## src/rtl/prio_enc_pkg.sv

```systemverilog
// Shared types for the iterative priority encoder.
package prio_enc_pkg;

  // Enumeration controller states
  typedef enum logic [1:0] {
    IDLE = 2'd0,
    SCAN = 2'd1,
    NONE = 2'd2
  } state_t;

endpackage

```

## src/rtl/prio_enc_comb.sv

```systemverilog
// Purely combinational highest-set-bit encoder.
// idx is the position of the most significant set bit of vec; zero flags an
// all-zero vector (idx is 0 in that case).
module prio_enc_comb #(
  parameter  int WIDTH = 32,
  localparam int IDX_W = $clog2(WIDTH)
) (
  input  logic [WIDTH-1:0] vec,
  output logic [IDX_W-1:0] idx,
  output logic             zero
);

  // Scan upward so the last hit (highest set bit) wins
  always_comb begin
    idx  = '0;
    zero = 1'b1;
    for (int i = 0; i < WIDTH; i++) begin
      if (vec[i]) begin
        idx  = IDX_W'(i);
        zero = 1'b0;
      end
    end
  end

endmodule

```

## src/rtl/prio_enc_iter.sv

```systemverilog
// Iterative priority encoder: loads a request vector and emits the indices of
// its set bits, highest first, one per accepted handshake. An all-zero load
// produces a single "none" beat.
// Optional feature: define PRIO_ENC_ITER_COUNT_EN to add out_count, the number
// of bits still pending (including the one currently presented).
module prio_enc_iter
  import prio_enc_pkg::*;
#(
  parameter  int WIDTH = 32,
  localparam int IDX_W = $clog2(WIDTH)
) (
  input  logic             clk,
  input  logic             rst,
  input  logic             in_valid,
  input  logic [WIDTH-1:0] in_data,
  output logic             in_ready,
  input  logic             flush,
  output logic             out_valid,
  input  logic             out_ready,
  output logic [IDX_W-1:0] out_idx,
  output logic             out_last,
  output logic             out_none
`ifdef PRIO_ENC_ITER_COUNT_EN
  ,
  output logic [IDX_W:0]   out_count
`endif
);

  state_t           state;
  state_t           state_d;
  logic [WIDTH-1:0] pend;
  logic [WIDTH-1:0] pend_d;
  logic [IDX_W-1:0] enc_idx;
  logic             enc_zero;
  logic             single;
  logic             load;

  prio_enc_comb #(.WIDTH(WIDTH)) u_enc (
    .vec  (pend),
    .idx  (enc_idx),
    .zero (enc_zero)
  );

  // Exactly one pending bit: clearing the lowest set bit leaves nothing
  assign single = !enc_zero && ((pend & (pend - WIDTH'(1))) == '0);
  assign load   = (state == IDLE) && in_valid && !rst;

  // State and pending-vector registers
  always_ff @(posedge clk) begin
    if (rst) begin
      state <= IDLE;
      pend  <= '0;
    end else begin
      state <= state_d;
      pend  <= pend_d;
    end
  end

  // Next-state, pending-bit update and output decode; flush wins over all
  always_comb begin
    state_d   = state;
    pend_d    = pend;
    in_ready  = 1'b0;
    out_valid = 1'b0;
    out_idx   = '0;
    out_last  = 1'b0;
    out_none  = 1'b0;
    case (state)
      IDLE: begin
        in_ready = !rst;
        if (load) begin
          if (|in_data) begin
            state_d = SCAN;
            pend_d  = in_data;
          end else begin
            state_d = NONE;
          end
        end
      end
      SCAN: begin
        out_valid = 1'b1;
        out_idx   = enc_idx;
        out_last  = single;
        if (out_ready) begin
          pend_d = pend & ~(WIDTH'(1) << enc_idx);
          if (single) state_d = IDLE;
        end
      end
      NONE: begin
        out_valid = 1'b1;
        out_none  = 1'b1;
        out_last  = 1'b1;
        if (out_ready) state_d = IDLE;
      end
      default: begin
        state_d = IDLE;
        pend_d  = '0;
      end
    endcase
    if (flush) begin
      state_d = IDLE;
      pend_d  = '0;
    end
  end

`ifdef PRIO_ENC_ITER_COUNT_EN
  logic [IDX_W:0] count;
  logic [IDX_W:0] count_d;

  function automatic logic [IDX_W:0] popcount(input logic [WIDTH-1:0] v);
    logic [IDX_W:0] c;
    c = '0;
    for (int i = 0; i < WIDTH; i++) c = c + (IDX_W+1)'(v[i]);
    return c;
  endfunction

  // Remaining-count register tracks pend: full popcount on load, minus one per accept
  always_ff @(posedge clk) begin
    if (rst) count <= '0;
    else     count <= count_d;
  end

  // Count update; zero outside SCAN
  always_comb begin
    count_d = count;
    case (state)
      IDLE:    count_d = load ? popcount(in_data) : '0;
      SCAN:    if (out_ready) count_d = count - (IDX_W+1)'(1);
      default: count_d = '0;
    endcase
    if (flush) count_d = '0;
  end

  assign out_count = count;
`else
  logic unused_load;
  assign unused_load = load;
`endif

endmodule

```

## config.mk

```make
export PLATFORM = sky130hd
export DESIGN_NAME = prio_enc_iter
export DESIGN_NICKNAME = d
export VERILOG_FILES = /design/src/rtl/prio_enc_pkg.sv /design/src/rtl/prio_enc_comb.sv /design/src/rtl/prio_enc_iter.sv
export SDC_FILE = /design/constraint.sdc
export NUM_CORES = 1
export LEC_CHECK = 0
export CAP_MARGIN = 20
export CORE_MARGIN = 3
export CORE_UTILIZATION = 39
export DETAILED_ROUTE_END_ITERATION = 10
export PLACE_DENSITY = 0.67
export SLEW_MARGIN = 20
export SYNTH_ARGS = -nofsm -noshare
export SYNTH_HDL_FRONTEND = slang
export SYNTH_SLANG_ARGS = --single-unit
```

## constraint.sdc

```tcl
create_clock -name clk -period 4.65 [get_ports clk]
set_clock_uncertainty 0.2 [all_clocks]
set_input_delay 0.465 -clock clk [delete_from_list [all_inputs] [get_ports clk]]
set_output_delay 0.465 -clock clk [all_outputs]
set_load 0.01 [all_outputs]
```

After elaboration in Yosys (flattened, before gate mapping)
Cells that the tools add are included.

cells by class
  muxes and demuxes = 78
  equal/unequal tests = 7
  bitwise logic cells = 4
  shift operators = 1
  add/sub/neg operators = 1
  reductions and logical operators = 12

operator list
  cell                                                   count
  two-way mux 32 bit                                     3
  one-hot mux 32 bit (3 select lines)                    1
  two-way mux 5 bit                                      17
  bitwise AND 32 bit                                     2
  two-way mux 1 bit                                      36
  logical NOT 32 bit                                     1
  two-way mux 4 bit                                      8
  NOT 32 bit                                             1
  OR reduction 32 bit                                    1
  left shift 1 x 5 -> 32 bit, first input constant       1
  subtractor 32 x 1 -> 32 bit, second input constant     1
  two-way mux 2 bit                                      7
  two-way mux 3 bit                                      4
  inequality test 2 bit, second input constant           4
  AND reduction 4 bit                                    2
  one-hot mux 2 bit (3 select lines)                     1
  OR reduction 2 bit                                     2
  logical AND 1 bit                                      3
  equality test 2 x 1 -> 1 bit, second input constant    1
  equality test 2 bit, second input constant             1
  logical NOT 1 bit                                      2
  logical NOT 2 bit                                      1
  inequality test 2 x 1 -> 1 bit, second input constant  1
  one-hot mux 1 bit (2 select lines)                     1
  NOT 1 bit                                              1

storage, ports and cells
  register bits = 34
  bits of input ports = 37

Logic depth before layout (Yosys ltp)
  depth in word-level cells = 37
  depth in mapped cells = 10
  gate-level depth less buffers = 9

Hierarchy
From an unflattened synthesis, not the netlist that was laid out.

second synthesis, totals
  cell total of the unflattened synthesis = 377
  area, all modules = 2591.2 um2

by module, submodules not included
  module         times used  area each (um2)  cells an instance
  prio_enc_iter  1           2257.2           312
  prio_enc_comb  1           334.1            65

Worst setup path before layout
Ideal clock, no wire load.

  kind = register -> output
  start = register pend[9]
  end = output out_last
  slack = 1667 ps
  path buffers = 1
  arrival time = 2318 ps
  stages on the path, launching flop included = 9
  data required time = 3985 ps
  path through = dfxtp_1 > buf_6 > nor4_4 > nand4_4 > nor4_1 > mux2_2 > a2111oi_4 > a41oi_1 > nor2b_1

between the ends
  longest elaborated chain between the ends = 26
  elaborated cells on any way between the ends = 29
  classes of those cells = add/sub (1); mux (24); bitwise (1); reduce/logical (3)

RTL lines
  what                                    line                 RTL
  start, declared                         prio_enc_iter.sv:31  logic [WIDTH-1:0] pend;
  start signal, assigned                  prio_enc_iter.sv:55  pend <= pend_d;
  two-way mux 1 bit (23 in series)        prio_enc_comb.sv:18  if (vec[i]) begin
  logical NOT 1 bit                       prio_enc_iter.sv:45  assign single = !enc_zero && ((pend & (pend - WIDTH'(1))) == '0);
  logical AND 1 bit (*)                   prio_enc_iter.sv:45
  one-hot mux 1 bit (2 select lines) (*)  prio_enc_iter.sv:68  case (state)
  end, declared                           prio_enc_iter.sv:21  output logic out_last,

Mark *: on every way between the ends. The rest lies on a longest branch, timed or not.

Final worst setup path
  start = register pend[13]
  end = output out_last

between the ends
  longest elaborated chain between the ends = 22
  elaborated cells on any way between the ends = 25
  classes of those cells = add/sub (1); mux (20); bitwise (1); reduce/logical (3)

RTL lines
  what                                    line
  two-way mux 1 bit (19 in series)        prio_enc_comb.sv:18
  logical NOT 1 bit                       prio_enc_iter.sv:45
  logical AND 1 bit (*)                   prio_enc_iter.sv:45
  one-hot mux 1 bit (2 select lines) (*)  prio_enc_iter.sv:68

Marked as above.

==> summary.md <==
| Metric | Value |
|---|---|
| Detail Placement HPWL | `7410 um` |
| First-pass GRT wire length | `15700 um` |
| Quantity of I/O buffers inserted on ports | `45` |
| Yosys warning count | `0` |
| Post-Synth Adder-Cell Area | `2.11%` |
| Power share of the clock group | `approximately 26%` |
| Total grt overflow | `0` |
| Post-synthesis register bit count | `34` |
| Max VDD drop | `between 150 and 200 uV` |
| # fillers | `around 670` |
| Switching Share | `between 30% and 40%` |
| Critical Path AT | `roughly 3.5 ns` |
| Final number of setup-violating endpoints | `0` |
| Avg Synthesized Cell Area | `7.53 um2` |
| Longest Clk Path Bufs | `2` |
| Die Y | `around 91 um` |
| Pwr Density | `between 300 and 400 nW/um2` |
| Max-Cap Viols | `0` |
| Unique cell type count in the Yosys netlist | `just over 70` |
| Critical path class | `reg2out` |
| Fraction of layout cells with a size suffix above 1 | `a little over 8%` |
| Compound-gate portion of the synthesized area | `approximately a third` |
| Vias per inst | `6.54` |
| Placement Cell Area | `roughly 3200 um2` |
| Post-synth top cells | `nand2_1 (40), dfxtp_1 (34), nor2_1 (28)` |
| Slowest cell on crit path | `nor4_1` |
| Pin count of the biggest net entering global routing | `33` |
| CP startpoint kind | `flop` |
| Slew HR | `between 40% and 50%` |
| Highest metal used | `met4` |
| Mux cell area share after synthesis | `less than 1%` |
| Main synth FF type | `dfxtp_1` |
| Final WL | `between 9000 and 10000 um` |
| Status | `finished, final reports clean` |
| Net Count, Synth | `around 400` |
| Xor and xnor area share after synthesis | `0%` |
| DRC Markers | `0` |
| Routability cong. | `approximately 0.92` |
| Post-synth EDFFs | `0` |
| Seq pwr share | `a little under a third` |
| Fin cells | `roughly 500` |
| Post-synth top area share | `24.4%` |
| Largest area contributor in the netlist | `dfxtp_1` |
| DR pass1 iterations | `5` |
| Cells after synthesis | `370` |
| Overall Global Routing Usage | `23.5%` |
| Die ar. | `approximately 8200 um2` |
| CP Buf/Inv Count | `1` |
| Largest family of logic cells by synthesized area | `simple AND/OR/NAND/NOR gates` |
| # diodes | `0` |
| Final Core Density | `48.9%` |
| Core area | `slightly below 7000 um2` |
| Fin crit share | `between 80% and 90%` |
| Met2 WL post-DR | `between 4000 and 5000 um` |
| Required @ worst endpoint | `3.98 ns` |
| Total CTS buffers | `5` |
| First DRT Iteration DRCs | `between 400 and 500` |
| Maximum clock rate | `between 0.2 and 0.25 GHz` |
| Chip width | `90.5 um` |
| Netlist Area Pre-Place | `2790 um2` |
| CTS tree | `built` |
| Max stage delay on crit path | `roughly 0.66 ns` |
| Avg WL per Cell | `approximately 20 um` |
| # H-tree levels | `2` |
| Highest net fanout along the worst path | `7` |
| Clock Sinks | `34` |
| Initial antenna violation count | `0` |
| Clock Latency Late Sink | `around 0.29 ns` |
| CP cell instances | `nor4_1 -> nand2_1 -> nor4_1 -> mux2_2 -> a2111oi_4 -> a41oi_1 -> nor2b_1 -> clkdlybuf4s50_1` |
| Post-CTS setup buffers | `0` |
| Area of the multi-input gates | `roughly 1900 um2` |
| Remaining antenna violation count | `0` |
| Sequential area share after synthesis | `between 20% and 30%` |
| Synth async-reset ratio | `0%` |
| Post-CTS Resized | `0` |
| Min-delay worst type | `reg2reg` |
| Sequential cell area | `about 680 um2` |
| Clk root buf | `clkbuf_8` |
| Dpl cells | `just under 500` |
| Combinational share of power | `44.1%` |
| Post-Route M1 WL | `between 4000 and 5000 um` |
| Total number of vias | `around 3200` |
| Final Max Slew Viols | `0` |
| Most numerous cell in the Yosys netlist | `nand2_1` |
| Fin crit period | `about 4.1 ns` |
| Initial core utilization | `between 40 and 50%` |
| Setup TNS | `0 ns` |
| Overall power | `between 1 and 1.5 mW` |
| IO Count | `46` |
| WHS | `0.344 ns` |
| Hold Fails Final Rpt | `0` |
| Worst-Margin Slew | `approximately 0.82 ns` |
| # hold bufs at CTS | `0` |
| RSZ-0062 raised after global routing | `no` |
| Leading post-synthesis cells by cell area | `dfxtp_1 (24%), nand2_1 (5.4%), a22oi_1 (4.8%)` |
| Internal power | `roughly 670 uW` |
| Top delay family on crit path | `simple AND/OR/NAND/NOR gates` |
| Final nets | `between 400 and 500` |
| Vias in the first global route | `slightly below 3000` |
| Clock Pin Slew Worst Setup and Hold Paths | `about 0.070 ns` |
| WL met3 | `a little over 900 um` |
| Setup WS post-layout | `between 0.5 and 0.6 ns` |
| Post-place setup slack | `roughly 0.9 ns` |
| Synth Area in Simple Gates | `between 30% and 40%` |
| Leakage power | `between 1 and 1.5 nW` |
| Sw power | `between 400 and 500 uW` |
| Rows | `30` |
| Cell area after layout | `3360 um2` |
| Most used cell, CP | `nor4_1` |
| Setup crit end kind | `output pin` |
| P&R area growth vs syn | `20.6%` |
-- registers in the layout (all words and copies together), names as in the netlist --
signal and flops:
pend 32, state 2
-- final timing paths --
check / startpoint / endpoint / slack, ns / depth (start not counted)
hold reg to reg: state[0]$_SDFFE_PP0P_ / state[0]$_SDFFE_PP0P_ / 0.34 / 2
hold / removal: state[0]$_SDFFE_PP0P_ / state[0]$_SDFFE_PP0P_ / 0.34 / 2
setup / recovery: pend[13]$_SDFFE_PP0P_ / out_last / 0.54 / 8
setup reg to reg: state[0]$_SDFFE_PP0P_ / pend[17]$_SDFFE_PP0P_ / 1.34 / 8
-- logic make-up (layout without fill, tap and decap cells) --
group,after synthesis,after routing
AOI/OAI and AO/OA,123,123
adders and majority gates,5,5
buffers and inverters,44,71
DFF,34,34
muxes,2,2
and+or+nand+nor,162,162
-- layout by cell type, fill, tap and decap left out, drive strengths merged, types with 3 or more instances in the layout --
cell / Yosys / final
and3: 9 / 9
nor4: 23 / 23
or4: 4 / 4
a32o: 4 / 4
nand4: 5 / 5
a21boi: 3 / 3
a22o: 3 / 3
a22oi: 18 / 18
dfxtp: 34 / 34
o22ai: 5 / 5
nand4b: 3 / 3
buf: 6 / 3
clkbuf: 22 / 6
and2: 7 / 7
nand2: 40 / 40
nand2b: 4 / 4
o31ai: 5 / 5
o21ai: 11 / 11
nor2: 30 / 30
clkdlybuf4s50: 0 / 45
nand3: 16 / 16
a311oi: 10 / 10
nor3: 12 / 12
a31oi: 4 / 4
ha: 3 / 3
a21oi: 25 / 25
inv: 16 / 16
a211oi: 12 / 12
nor2b: 5 / 5
-- layout make-up --
type	count	area share (%)
sequential	34	20.2
tap	96	3.57
timing repair buffer	48	14.1
clock inverter	1	0.893
multi-input combinational	292	57.0
clock buffer	6	2.46
inverter	16	1.79
-- tightest hold or removal path: cells and delay by family (launching register included) --
family | cells | cell delay, ns
and+or+nand+nor | 2 | 0.16
DFF | 1 | 0.34
-- layer usage --
| metal | global-route usage (%) | up-vias |
|---|---|---|
| met4 | 8.93 | 0 |
| met1 | 33.5 | 1498 |
| met3 | 4.00 | 28 |
| met5 | 0 | - |
| li1 | - | 1488 |
| met2 | 35.1 | 208 |
-- power by group through the flow --
| stage | Sequential [mW] | Combinational [mW] | Clock, mW |
|---|---|---|---|
| global route | 0.336 | 0.526 | 0.293 |
| CTS | 0.333 | 0.477 | 0.283 |
| floorplan | 0.322 | 0.346 | 0 |
| global placement | 0.339 | 0.475 | 0 |
| finish | 0.334 | 0.487 | 0.282 |
| detailed placement | 0.339 | 0.475 | 0 |
Power figures use the tool's default switching activity.
